`config.mk`:
```
export PLATFORM = sky130hd
export DESIGN_NAME = wb_flash_arbiter
export DESIGN_NICKNAME = d
export VERILOG_FILES = /design/src/rtl/wb_flash_arbiter.sv
export SDC_FILE = /design/constraint.sdc
export NUM_CORES = 1
export LEC_CHECK = 0
export BUFFER_PORTS_ARGS = -buffer_cell sky130_fd_sc_hd__buf_2
export CELL_PAD_IN_SITES_DETAIL_PLACEMENT = 2
export CELL_PAD_IN_SITES_GLOBAL_PLACEMENT = 2
export CORE_AREA = 2 2 127 129
export CTS_BUF_LIST = sky130_fd_sc_hd__clkbuf_8
export DETAILED_ROUTE_END_ITERATION = 16
export DIE_AREA = 0 0 129 131
export PLACE_DENSITY_LB_ADDON = 0.1
export SETUP_SLACK_MARGIN = 0.5
export SKIP_CTS_REPAIR_TIMING = 1
export SYNTH_ARGS = -nofsm -noshare
export SYNTH_HDL_FRONTEND = slang
export SYNTH_SLANG_ARGS = --single-unit
```
`constraint.sdc`:
```
create_clock -name wb_clk_i -period 4.7 [get_ports wb_clk_i]
set_input_delay 1.41 -clock wb_clk_i [delete_from_list [all_inputs] [get_ports wb_clk_i]]
set_output_delay 1.41 -clock wb_clk_i [all_outputs]
set_load 0.01 [all_outputs]
```
`src/rtl/wb_flash_arbiter.sv`:
```
// Two-master Wishbone arbiter in front of a read-only flash slave.
// m0 is the instruction bus, m1 the data bus. Ties are broken round-robin,
// every transaction is followed by one idle GAP cycle, a per-grant timeout
// turns a silent slave into an error, and write requests are refused with an
// error pulse without ever reaching the slave.
//
// state | meaning
// ------+-----------------------------------------------------------------
// IDLE  | no owner, waiting for a master request
// GNT0  | m0 owns the slave, timeout counter running
// GNT1  | m1 owns the slave, timeout counter running
// GAP   | one dead cycle, slave request low; refused-write error shown here
module wb_flash_arbiter #(
    parameter logic [7:0] TMO = 8'd64,
    parameter int         AW  = 32
) (
    input  logic          wb_clk_i,
    input  logic          wb_rst_i,

    input  logic [AW-1:0] m0_adr_i,
    input  logic [31:0]   m0_dat_i,
    input  logic [3:0]    m0_sel_i,
    input  logic          m0_we_i,
    input  logic          m0_stb_i,
    input  logic          m0_cyc_i,
    output logic [31:0]   m0_dat_o,
    output logic          m0_ack_o,
    output logic          m0_err_o,

    input  logic [AW-1:0] m1_adr_i,
    input  logic [31:0]   m1_dat_i,
    input  logic [3:0]    m1_sel_i,
    input  logic          m1_we_i,
    input  logic          m1_stb_i,
    input  logic          m1_cyc_i,
    output logic [31:0]   m1_dat_o,
    output logic          m1_ack_o,
    output logic          m1_err_o,

    output logic [AW-1:0] s_adr_o,
    output logic [31:0]   s_dat_o,
    output logic [3:0]    s_sel_o,
    output logic          s_we_o,
    output logic          s_stb_o,
    output logic          s_cyc_o,
    input  logic [31:0]   s_dat_i,
    input  logic          s_ack_i,

    output logic [1:0]    grant_o
);

    typedef enum logic [1:0] {
        IDLE = 2'd0,
        GNT0 = 2'd1,
        GNT1 = 2'd2,
        GAP  = 2'd3
    } state_t;

    state_t     state_q, state_d;
    logic [7:0] cnt_q, cnt_d;
    // 1 = m1 was the last owner, so m0 wins the next tie
    logic       last_q, last_d;
    // refused-write error, shown during the GAP cycle that follows the refusal
    logic       werr0_q, werr0_d;
    logic       werr1_q, werr1_d;

    logic       req0, req1;
    logic       gnt0, gnt1;
    logic       tmo_hit;
    logic       pick1;
    logic       win_we;

    // master write data is never forwarded to the read-only slave
    logic       unused_wdata;
    assign unused_wdata = ^{m0_dat_i, m1_dat_i};

    assign req0    = m0_cyc_i & m0_stb_i;
    assign req1    = m1_cyc_i & m1_stb_i;
    assign gnt0    = (state_q == GNT0);
    assign gnt1    = (state_q == GNT1);
    assign tmo_hit = (cnt_q == (TMO - 8'd1));

    // Next-state: arbitration in IDLE, completion/abort/timeout in GNTn
    always_comb begin
        state_d = state_q;
        cnt_d   = cnt_q;
        last_d  = last_q;
        werr0_d = 1'b0;
        werr1_d = 1'b0;
        pick1   = 1'b0;
        win_we  = 1'b0;
        case (state_q)
            IDLE: begin
                cnt_d = 8'd0;
                if (req0 | req1) begin
                    pick1  = req1 & (~req0 | ~last_q);
                    win_we = pick1 ? m1_we_i : m0_we_i;
                    last_d = pick1;
                    if (win_we) begin
                        state_d = GAP;
                        werr0_d = ~pick1;
                        werr1_d = pick1;
                    end else begin
                        state_d = pick1 ? GNT1 : GNT0;
                    end
                end
            end
            GNT0: begin
                if (s_ack_i || !m0_cyc_i || tmo_hit) begin
                    state_d = GAP;
                end else begin
                    cnt_d = cnt_q + 8'd1;
                end
            end
            GNT1: begin
                if (s_ack_i || !m1_cyc_i || tmo_hit) begin
                    state_d = GAP;
                end else begin
                    cnt_d = cnt_q + 8'd1;
                end
            end
            GAP: begin
                state_d = IDLE;
                cnt_d   = 8'd0;
            end
            default: begin
                state_d = IDLE;
                cnt_d   = 8'd0;
            end
        endcase
    end

    // State, timeout counter, last owner and refused-write error flops
    always_ff @(posedge wb_clk_i or posedge wb_rst_i) begin
        if (wb_rst_i) begin
            state_q <= IDLE;
            cnt_q   <= 8'd0;
            last_q  <= 1'b1;
            werr0_q <= 1'b0;
            werr1_q <= 1'b0;
        end else begin
            state_q <= state_d;
            cnt_q   <= cnt_d;
            last_q  <= last_d;
            werr0_q <= werr0_d;
            werr1_q <= werr1_d;
        end
    end

    // Slave request follows the owner; everything decodes from the registered
    // state, so reset silences the bus without waiting for a clock edge.
    always_comb begin
        s_adr_o = '0;
        s_sel_o = 4'h0;
        s_stb_o = 1'b0;
        if (gnt0) begin
            s_adr_o = m0_adr_i;
            s_sel_o = m0_sel_i;
            s_stb_o = req0;
        end else if (gnt1) begin
            s_adr_o = m1_adr_i;
            s_sel_o = m1_sel_i;
            s_stb_o = req1;
        end
    end

    assign s_cyc_o = s_stb_o;
    assign s_we_o  = 1'b0;
    assign s_dat_o = 32'h0;

    assign grant_o = {gnt1, gnt0};

    assign m0_dat_o = s_dat_i;
    assign m1_dat_o = s_dat_i;

    // Ack beats a coincident timeout; a master that already dropped cyc gets no error.
    assign m0_ack_o = gnt0 & s_ack_i;
    assign m1_ack_o = gnt1 & s_ack_i;
    assign m0_err_o = werr0_q | (gnt0 & tmo_hit & ~s_ack_i & m0_cyc_i);
    assign m1_err_o = werr1_q | (gnt1 & tmo_hit & ~s_ack_i & m1_cyc_i);

endmodule

```
# Word-level counts from Yosys, hierarchy flattened
# Index checks and enable logic that the tools add are counted.
[op_classes]
addsub = 1
n_eq_ne = 9
n_mux = 22
bitwise = 19
n_reduce_logical = 11
[ops]
columns = ["operator", "n"]
rows = [
  ["$mux 32", 2],
  ["$pmux 8 s3", 1],
  ["$mux 8", 2],
  ["$and 1x1->1", 11],
  ["$mux 2", 5],
  ["$mux 1", 9],
  ["$add 8x1->8 const B", 1],
  ["$eq 8x6->1 const B", 1],
  ["$mux 4", 2],
  ["$pmux 2 s4", 1],
  ["$ne 2x2->1 const B", 3],
  ["$eq 2x2->1 const B", 2],
  ["$logic_or 1x1->1", 4],
  ["$ne 2x1->1 const B", 2],
  ["$not 1->1", 4],
  ["$or 1x1->1", 4],
  ["$reduce_and 2->1", 2],
  ["$reduce_and 3->1", 1],
  ["$eq 2x1->1 const B", 1],
  ["$logic_not 1->1", 2],
  ["$logic_not 2->1", 1],
  ["$reduce_or 2->1", 1],
]
[totals]
register_bits = 13
output_inout_bits = 141
word_cells = 67

# Logic depth before layout (Yosys ltp)
# Gate-level depths: netlist of the first run.
[logic_depth]
word_depth = 8
mapped_depth = 9
ltp_nobuf = 6

# Worst setup path before layout of the first run
# OpenSTA, ideal clock, no wires.
[synth_path]
path_kind = "input port to output port"
startpoint = "input port m0_cyc_i"
endpoint = "output port s_stb_o"
arrival_ns = 1.869
required_time_ns = 3.290
slack_ns = 1.421
cell_stages = 4
n_path_buf = 2
cell_sequence = "buf_4 -> nand3_1 -> nand2_1 -> buf_4"
[synth_via]
elab_chain_cells = 2
[synth_rtl]
columns = ["element", "line_no", "rtl"]
rows = [
  ["start, declared", "25", "input logic m0_cyc_i,"],
  ["$and 1x1->1", "77", "assign req0 = m0_cyc_i & m0_stb_i;"],
  ["$mux 1", "156", "if (gnt0) begin"],
  ["end, declared", "44", "output logic s_stb_o,"],
]
# Every way passes these cells.

# Worst setup path after layout of the first run
[layout_path]
startpoint = "input port s_ack_i"
endpoint = "output port m1_err_o"
[layout_via]
elab_chain_cells = 4
[layout_rtl]
columns = ["element", "line_no", "rtl"]
rows = [
  ["start, declared", "47", "input logic s_ack_i,"],
  ["$not 1->1", "180", "assign m1_err_o = werr1_q | (gnt1 & tmo_hit & ~s_ack_i & m1_cyc_i);"],
  ["$and 1x1->1 (2 in series)", "180", ""],
  ["$or 1x1->1", "180", ""],
  ["end, declared", "38", "output logic m1_err_o,"],
]
# Every way passes these cells.

==> results.json, run 1 <==
{
  "status": "finished clean",
  "synth_area_mm2": 0.001968,
  "area_growth_pct": 14.11,
  "hpwl_um": 6281,
  "numCtsBuffers": 3,
  "ys_async_sr_fraction_pct": 100.0,
  "drt_iter0_drc": 29,
  "final.setup_skew_ns": 0.001576,
  "ir_worst_vdd_mv": 0.09802,
  "fmax_mhz": 280.8,
  "synthAdderAreaFrac_pct": 3.179,
  "drc": 0,
  "muxShareOfSynthArea_pct": 1.653,
  "yosysWarningCount": 0,
  "place_ws_ns": 1.128,
  "viasPerCell": 3.411,
  "postRouteAntennaNets": 0,
  "layout-drive-gt1-share_pct": 47.96,
  "relSlewSlack_pct": 62.39,
  "arrival_ns": 2.15,
  "cts_tree": "done",
  "rsz0062_at_grt": "no",
  "nFillCells": 1857,
  "post-route-util_pct": 14.40,
  "synth-xor-area-share_pct": 0,
  "start_util_pct": 12.62,
  "fin_ws_ns": 1.138,
  "maxCapViolations": 0,
  "grt_pass1_wl_um": 10540,
  "die_y_um": 131,
  "slew_viol_final": 0,
  "synth_edf_count": 0,
  "critical_path_peak_fanout": 6,
  "firstDrtPassIters": 4,
  "die-area_mm2": 0.01690,
  "vias": 1743,
  "hold_slack_ns": 0.4723,
  "synth_seq_cells": 13,
  "setup_tns_ns": 0,
  "synth_compound_area_share_pct": 23.33,
  "min_period_over_period_pct": 75.78,
  "yosys.cell_types.count": 38,
  "setup_viol_count_final": 0,
  "synth_simple_gate_area_share_pct": 12.78,
  "power_density_mw_per_mm2": 495.3,
  "ios": 318,
  "fp.dieW_um": 129,
  "crit_path_start_kind": "input pin",
  "hp-class": "reg2reg",
  "cts-root-buf": "clkbuf_8",
  "final_cell_mix": "buf_2, a22o_1, conb_1",
  "multi_input_area_um2": 932.1,
  "syn_inst": 241,
  "seq_area_um2": 326.6,
  "cts_num_sinks": 13,
  "finalCriticalPeriod_ns": 3.562,
  "fp-row-count": 46,
  "seq_area_frac_synth_pct": 16.59,
  "synthFlopType": "dfrtp_1",
  "finalNetCount": 477,
  "grt_start_max_net_pins": 27,
  "clk_latency_ns": 0.24,
  "r2r_slack_ns": 2.62,
  "routedWlPerCell_um": 14.72,
  "track_usage_pct": 7.928,
  "worst_slew_pin_slew_ns": 0.5636,
  "postSynthAreaPerCell_um2": 8.167,
  "final_common_cell": "buf_2",
  "antenna_found_initial": 2,
  "synth_top_family_by_area": "buffers and inverters",
  "portBuffers": 124,
  "crit_type": "in2out",
  "hold_violations": 0,
  "overflow": 0,
  "clk_pin_slew_worst_paths_ns": 0.06,
  "required_ns": 3.29,
  "core_area_mm2": 0.01560,
  "grt_pass1_vias": 1755,
  "leakagePower_nw": 1.199,
  "cts-htree-levels": 1,
  "clock_path_buffers": 2,
  "place_congestion": 0.6802,
  "wl_um": 7520,
  "crit_path_end_kind": "output port"
}
==> cell usage after synthesis, types with 2 or more instances <==
master / number / area [um2]
buf_4: 101 / 758.2
a22o_1: 36 / 315.3
dfrtp_1: 12 / 300.3
nand2_1: 11 / 41.29
nand3_1: 8 / 40.04
o21ai_0: 8 / 40.04
nor2_1: 7 / 26.28
clkbuf_1: 6 / 22.52
ha_1: 5 / 62.56
inv_1: 5 / 18.77
a31oi_1: 4 / 25.02
and2_1: 3 / 18.77
and3_1: 3 / 18.77
nor3_1: 3 / 15.01
a31o_2: 2 / 17.52
and2b_1: 2 / 15.01
buf_1: 2 / 7.510
mux2_2: 2 / 22.52
o31ai_1: 2 / 15.01
==> area by class of cell <==
class                      instances  share of cell area, %
multi-input combinational        144                  41.50
clock buffer                       3                  1.838
antenna                            1                 0.1114
inverter                           5                 0.8357
timing repair buffer             128                  28.97
sequential                        13                  14.54
tap                              216                  12.03
clock inverter                     1                 0.1671
==> layer usage <==
layer	vias up	track usage [%]	routed length (um)
met5	-	0	13
met4	2	1.151	4
met3	4	3.054	950
met2	127	14.22	3597
met1	794	9.165	2953
li1	816	-	-
==> final timing paths <==
check / from / to / depth (start not counted)
max in group asynchronous: wb_rst_i / last_q$_DFFE_PP1P_ / 2
hold reg to reg: cnt_q[7]$_DFFE_PP0P_ / cnt_q[7]$_DFFE_PP0P_ / 1
setup / recovery: s_ack_i / m1_err_o / 4
setup reg to reg: state_q[1]$_DFFE_PP0P_ / cnt_q[7]$_DFFE_PP0P_ / 6
hold / removal: cnt_q[7]$_DFFE_PP0P_ / cnt_q[7]$_DFFE_PP0P_ / 1
min in group asynchronous: wb_rst_i / state_q[0]$_DFFE_PP0P_ / 2
==> registers in the layout, indices dropped and copies added (netlist names) <==
signal	count
last_q	1
cnt_q	8
state_q	2
werr0_q	1
werr1_q	1
==> where the power goes <==
part | total, W | internal (W) | switching (W)
clock | 0.0000999 | 0.0000577 | 0.0000422
combinational | 0.000843 | 0.000356 | 0.000487
sequential | 0.000169 | 0.000142 | 0.0000272
==> critical path, cell delays in order <==
cell and delay [ns]:
buf_2 0.13, nor3_1 0.26, a31o_2 0.21, buf_2 0.14
==> metrics by stage <==
| step | total power (W) | instance area [um2] | instances |
|---|---|---|---|
| detailed placement | 0.001038 | 2198 | 506 |
| CTS | 0.001145 | 2243 | 510 |
| global route | 0.001222 | 2243 | 510 |
| floorplan | 0.0007900 | 2088 | 273 |
| finish | 0.001112 | 2246 | 511 |
| global placement | 0.001049 | 2198 | 506 |
==> kinds of logic after synthesis <==
logic type,Yosys count
DFF,13
adders and majority gates,5
other,1
AOI/OAI and AO/OA,58
and+or+nand+nor,45
buffers and inverters,116
muxes,3
No activity file was read; power rests on OpenSTA's default activity.
==> run 2: changes to the inputs <==
- CORE_AREA: 2 2 127 129 -> 2 2 137 139
- DIE_AREA: 0 0 129 131 -> 0 0 139 141
- clock period: 4.7 -> 3.1 ns (I/O delays scaled with it)
==> run 2 against run 1 <==
Clock skew barely moved; critical path depth is 3 higher; power rose by 69%; register-to-register slack got worse by 1.5 ns.
==> results.json, run 2 (same netlist as run 1, synthesis figures left out) <==
{
  "setup_viol_count_final": 0,
  "sequentialPowerShare_pct": 13.9,
  "portBuffers": 124,
  "crit_path_start_kind": "flip-flop",
  "drc": 0,
  "slew_viol_final": 0,
  "clock_path_buffers": 2,
  "finalNetCount": 484,
  "clk_latency_ns": 0.25,
  "die_y_um": 141,
  "layout-drive-gt1-share_pct": 51.83,
  "required_ns": 2.17,
  "clockPowerShare_pct": 8.5,
  "final_cell_mix": "buf_2, a22o_1, conb_1",
  "worst_slew_pin_slew_ns": 0.5776,
  "clk_pin_slew_worst_paths_ns": 0.06,
  "ios": 318,
  "core_area_mm2": 0.01827,
  "hp-class": "reg2reg",
  "startpoint": "state_q[1]$_DFFE_PP0P_",
  "p_sw_share_pct": 47.66,
  "largest_reg_flops": 8,
  "crit_path_end_kind": "output port",
  "r2r_start": "state_q[1]$_DFFE_PP0P_",
  "ir_worst_vdd_mv": 0.2319,
  "maxCapViolations": 0,
  "total_power_w": 0.001883,
  "grt_pass1_wl_um": 10980,
  "drt_iter0_drc": 32,
  "rsz0062_at_grt": "yes",
  "fp.dieW_um": 139,
  "antenna_found_initial": 0,
  "final.setup_skew_ns": 0.001658,
  "relSlewSlack_pct": 61.45,
  "hold_violations": 0,
  "start_util_pct": 10.77,
  "power_density_mw_per_mm2": 770.5,
  "firstDrtPassIters": 4,
  "area_growth_pct": 24.16,
  "top_register": "cnt_q",
  "track_usage_pct": 7.126,
  "grt_start_max_net_pins": 44,
  "overflow": 0,
  "min_period_over_period_pct": 83.24,
  "cts-htree-levels": 1,
  "min-delay-start": "cnt_q[7]$_DFFE_PP0P_",
  "cts-root-buf": "clkbuf_8",
  "finalCriticalPeriod_ns": 2.580,
  "vias": 1799,
  "status": "finished clean",
  "p_int_w": 0.0009855,
  "die-area_mm2": 0.01960,
  "hpwl_um": 6376,
  "reg_top3": "cnt_q x8, state_q x2",
  "cts_tree": "done",
  "p_comb_share_pct": 77.6,
  "arrival_ns": 1.65,
  "fmax_mhz": 387.6,
  "leakagePower_nw": 1.255,
  "fp-row-count": 50,
  "postRouteAntennaNets": 0,
  "viasPerCell": 3.363,
  "grt_pass1_vias": 1842,
  "numCtsBuffers": 3,
  "place_congestion": 0.7433,
  "setup_tns_ns": 0,
  "diodes": 0,
  "switching_power_w": 0.0008974,
  "wl_um": 7665,
  "crit_type": "reg2out",
  "cts_num_sinks": 13,
  "routedWlPerCell_um": 14.33,
  "final_common_cell": "buf_2",
  "critical_path_peak_fanout": 5
}
## run 2: layout make-up
cell class,instances,area [um2]
clock buffers,3,41.29
flip-flops and latches,13,327.8
repair buffers,135,768.2
well taps,234,292.8
inverters,5,18.77
fillers,2175,15820
multi-input cells,144,989.7
clock inverters,1,5.005
## run 2: per-stage QoR
stage          worst slack, ns  hold WS, ns  utilization, %  std cells  instance area, um2
6_report                0.5197       0.4756           13.38        535                2444
5_1_grt                 0.4268       0.5054           13.38        535                2444
4_1_cts                 0.1622       0.4786           12.45        529                2275
3_5_place_dp            0.3699       0.4697           12.20        525                2228
3_3_place_gp            0.3610       0.4751           12.20        525                2228
2_1_floorplan           0.5268       0.4394               -        273                2090
## run 2: worst max-delay path: stages, from the launching register on
cell,delay [ns]
dfrtp_1,0.39
buf_4,0.15
ha_4,0.15
nor2b_4,0.15
buf_6,0.12
buf_12,0.12
a22o_1,0.19
buf_2,0.14
## run 2: worst paths after layout
| check | to | slack, ns | depth (start not counted) |
|---|---|---|---|
| worst max-delay path | s_adr_o[25] | 0.52 | 7 |
| worst min-delay path | cnt_q[7]$_DFFE_PP0P_ | 0.48 | 1 |
| worst max register to register | cnt_q[7]$_DFFE_PP0P_ | 1.08 | 6 |
| worst min register to register | cnt_q[7]$_DFFE_PP0P_ | 0.48 | 1 |
| max in group asynchronous | cnt_q[0]$_DFFE_PP0P_ | 1.95 | 2 |
| min in group asynchronous | state_q[1]$_DFFE_PP0P_ | 0.73 | 2 |
## run 2: layer usage
layer,up-vias,track usage [%],wire [um]
met4,0,1.382,30
met1,843,8.201,3069
met5,-,0,0
met3,4,2.514,755
li1,830,-,-
met2,122,12.83,3808
## run 2: power groups by stage
stage	clock [W]	combinational (W)	sequential [W]
2_1_floorplan	0	0.000953	0.000247
6_report	0.000159	0.00146	0.000262
3_3_place_gp	0	0.00135	0.000259
4_1_cts	0.000169	0.00134	0.000256
5_1_grt	0.000177	0.00161	0.000271
3_5_place_dp	0	0.00133	0.000259
==> run 3: changes to the inputs <==
- ABC_AREA: default -> 1
- CORE_AREA: 2 2 137 139 -> 2 2 145 147
- DIE_AREA: 0 0 139 141 -> 0 0 147 149
- clock period: 3.1 -> 2.3 ns (I/O delays scaled with it)
==> run 3 against run 2 <==
Sequential cell count is the same; register-to-register slack lost 0.42 ns; final cell count grew 31%; via count grew 30%; non-clock buffer count grew 12; clock power grew 36%; die area grew 12%; clock skew grew 0.0050 ns.
==> results.json, run 3 <==
{
  "synthFlopType": "dfrtp_1",
  "die_y_um": 149,
  "ys_async_sr_fraction_pct": 100.0,
  "reg_top3": "cnt_q x8, state_q x2",
  "fmax_mhz": 455.2,
  "final.setup_skew_ns": 0.006701,
  "multi_input_area_mm2": 0.001227,
  "dp.cells": 677,
  "layout-drive-gt1-share_pct": 46.01,
  "synth_area_mm2": 0.002190,
  "largest_reg_flops": 8,
  "die-area_mm2": 0.02190,
  "finalCriticalPeriod_ns": 2.197,
  "grt_start_max_net_pins": 39,
  "diodes": 0,
  "arrival_ns": 1.51,
  "hold_slack_ns": 0.4869,
  "start_util_pct": 10.65,
  "fp-row-count": 53,
  "wl_met1_um": 4376,
  "relSlewSlack_pct": 60.82,
  "ir_worst_vdd_mv": 0.2709,
  "fp.dieW_um": 147,
  "rsz0062_at_grt": "yes",
  "yosysTopAreaCellShare_pct": 34.29,
  "place_congestion": 0.6686,
  "syn_inst": 355,
  "final_cell_mix": "buf_2, nand2_1, nand3_1",
  "grt_pass1_wl_um": 12750,
  "firstDrtPassIters": 4,
  "drc": 0,
  "netlist_top_cells_count": "nand2_1, buf_4, nand3_1",
  "clock_path_buffers": 2,
  "overflow": 0,
  "routedWlPerCell_um": 13.90,
  "critical_path_peak_fanout": 6,
  "power_density_mw_per_mm2": 1041,
  "seq_area_frac_synth_pct": 14.91,
  "cts_num_sinks": 13,
  "core_area_mm2": 0.02056,
  "yosys.cell_types.count": 24,
  "highest-signal-layer": "met4",
  "crit_type": "reg2out",
  "synthTopCellsByArea": "buf_4, nand2_1, dfrtp_1",
  "leakagePower_nw": 1.622,
  "antenna_found_initial": 0,
  "top_register": "cnt_q",
  "cts_tree": "done",
  "cts-root-buf": "clkbuf_8",
  "viasPerCell": 3.324,
  "crit_path_start_kind": "flip-flop",
  "yosys.area.top_type": "buf_4",
  "vias": 2330,
  "wl_um": 9742,
  "slew_viol_final": 0,
  "nFillCells": 2498,
  "clk_latency_ns": 0.25,
  "r2r_cells": 10,
  "area_growth_pct": 35.71,
  "worst_slew_pin_slew_ns": 0.5870,
  "hpwl_um": 6658,
  "total_power_w": 0.003093,
  "hp-class": "in2async",
  "synth_seq_cells": 13,
  "numCtsBuffers": 3,
  "portBuffers": 124,
  "place_area_mm2": 0.002626,
  "drt_iter0_drc": 39,
  "wl_met2_um": 4625,
  "postSynthAreaPerCell_um2": 6.168,
  "seq_area_um2": 329.1,
  "final_common_cell": "buf_2",
  "hold_violations": 0,
  "status": "finished clean",
  "synth_most_common_cell": "nand2_1",
  "maxCapViolations": 0,
  "clk_pin_slew_worst_paths_ns": 0.07,
  "min_period_over_period_pct": 95.53,
  "finalNetCount": 609,
  "design_area_mm2": 0.002972,
  "ios": 318,
  "final_cells": 701,
  "setup_viol_count_final": 0,
  "grt_pass1_vias": 2329,
  "wl_met3_um": 656,
  "yosysWarningCount": 0,
  "crit_path_end_kind": "output port",
  "post-route-util_pct": 14.46,
  "track_usage_pct": 7.234,
  "required_ns": 1.61,
  "cts-htree-levels": 1,
  "synth_edf_count": 0,
  "postRouteAntennaNets": 0
}
run 3: changes by cell type after synthesis, sizes merged, moves of 3 or more:
cell / before / now
nand2: 11 / 124
nand3: 9 / 50
a22o: 36 / 0
inv: 5 / 20
nor2: 7 / 14
buf: 104 / 110
clkbuf: 7 / 2
a31oi: 4 / 0
o21ai: 10 / 6
a21oi: 0 / 3
and2: 3 / 0
and3: 3 / 0
o21bai: 0 / 3
run 3: cell families after synthesis:
group | share of synthesized area, %
AO/OA/AOI/OAI | 3.257
adder cells (fa/ha/maj) | 2.857
buffers and inverters | 40.29
flip-flops | 14.91
other | 0.1713
AND/OR/NAND/NOR | 38.51
run 3: layout make-up:
class                      instances  area share [%]
timing repair buffer             147           31.66
clock buffer                       3           1.389
clock inverter                     1          0.1263
sequential                        13           11.07
inverter                          20           2.863
tap                              275           11.58
multi-input combinational        242           41.31
run 3: worst max-delay path: stages, from the launching register on:
cell and delay, ns:
dfrtp_2 0.43, inv_2 0.08, ha_4 0.23, inv_8 0.07, clkbuf_16 0.17, nand3_1 0.08
nand2_2 0.05, buf_2 0.13
run 3: final timing paths:
check	endpoint	start	slack, ns
setup / recovery	s_adr_o[26]	state_q[1]$_DFFE_PP0P_	0.10
hold / removal	cnt_q[4]$_DFFE_PP0P_	wb_rst_i	0.49
setup reg to reg	cnt_q[5]$_DFFE_PP0P_	cnt_q[1]$_DFFE_PP0P_	0.66
hold reg to reg	last_q$_DFFE_PP1P_	last_q$_DFFE_PP1P_	0.51
max in group asynchronous	state_q[1]$_DFFE_PP0P_	wb_rst_i	1.38
min in group wb_clk_i	last_q$_DFFE_PP1P_	last_q$_DFFE_PP1P_	0.51
run 3: metal layers:
layer  track usage [%]  vias to the layer above
met3             1.896                       10
met2             12.11                      104
li1                  -                     1118
met5                 0                        -
met4             1.683                        0
met1             9.349                     1098
run 3: per-stage QoR:
stage	TNS (ns)	setup slack [ns]
2_1_floorplan	0	0.4795
3_5_place_dp	0	0.1425
6_report	0	0.1029
5_1_grt	0	0.02060
3_3_place_gp	0	0.1715
4_1_cts	-0.2935	-0.03064
run 3: where the power goes:
group / internal (W) / switching [W]
logic: 0.00105 / 0.00147
registers: 0.000294 / 0.0000646
clock network: 0.000118 / 0.0000973
total: 0.00146 / 0.00163
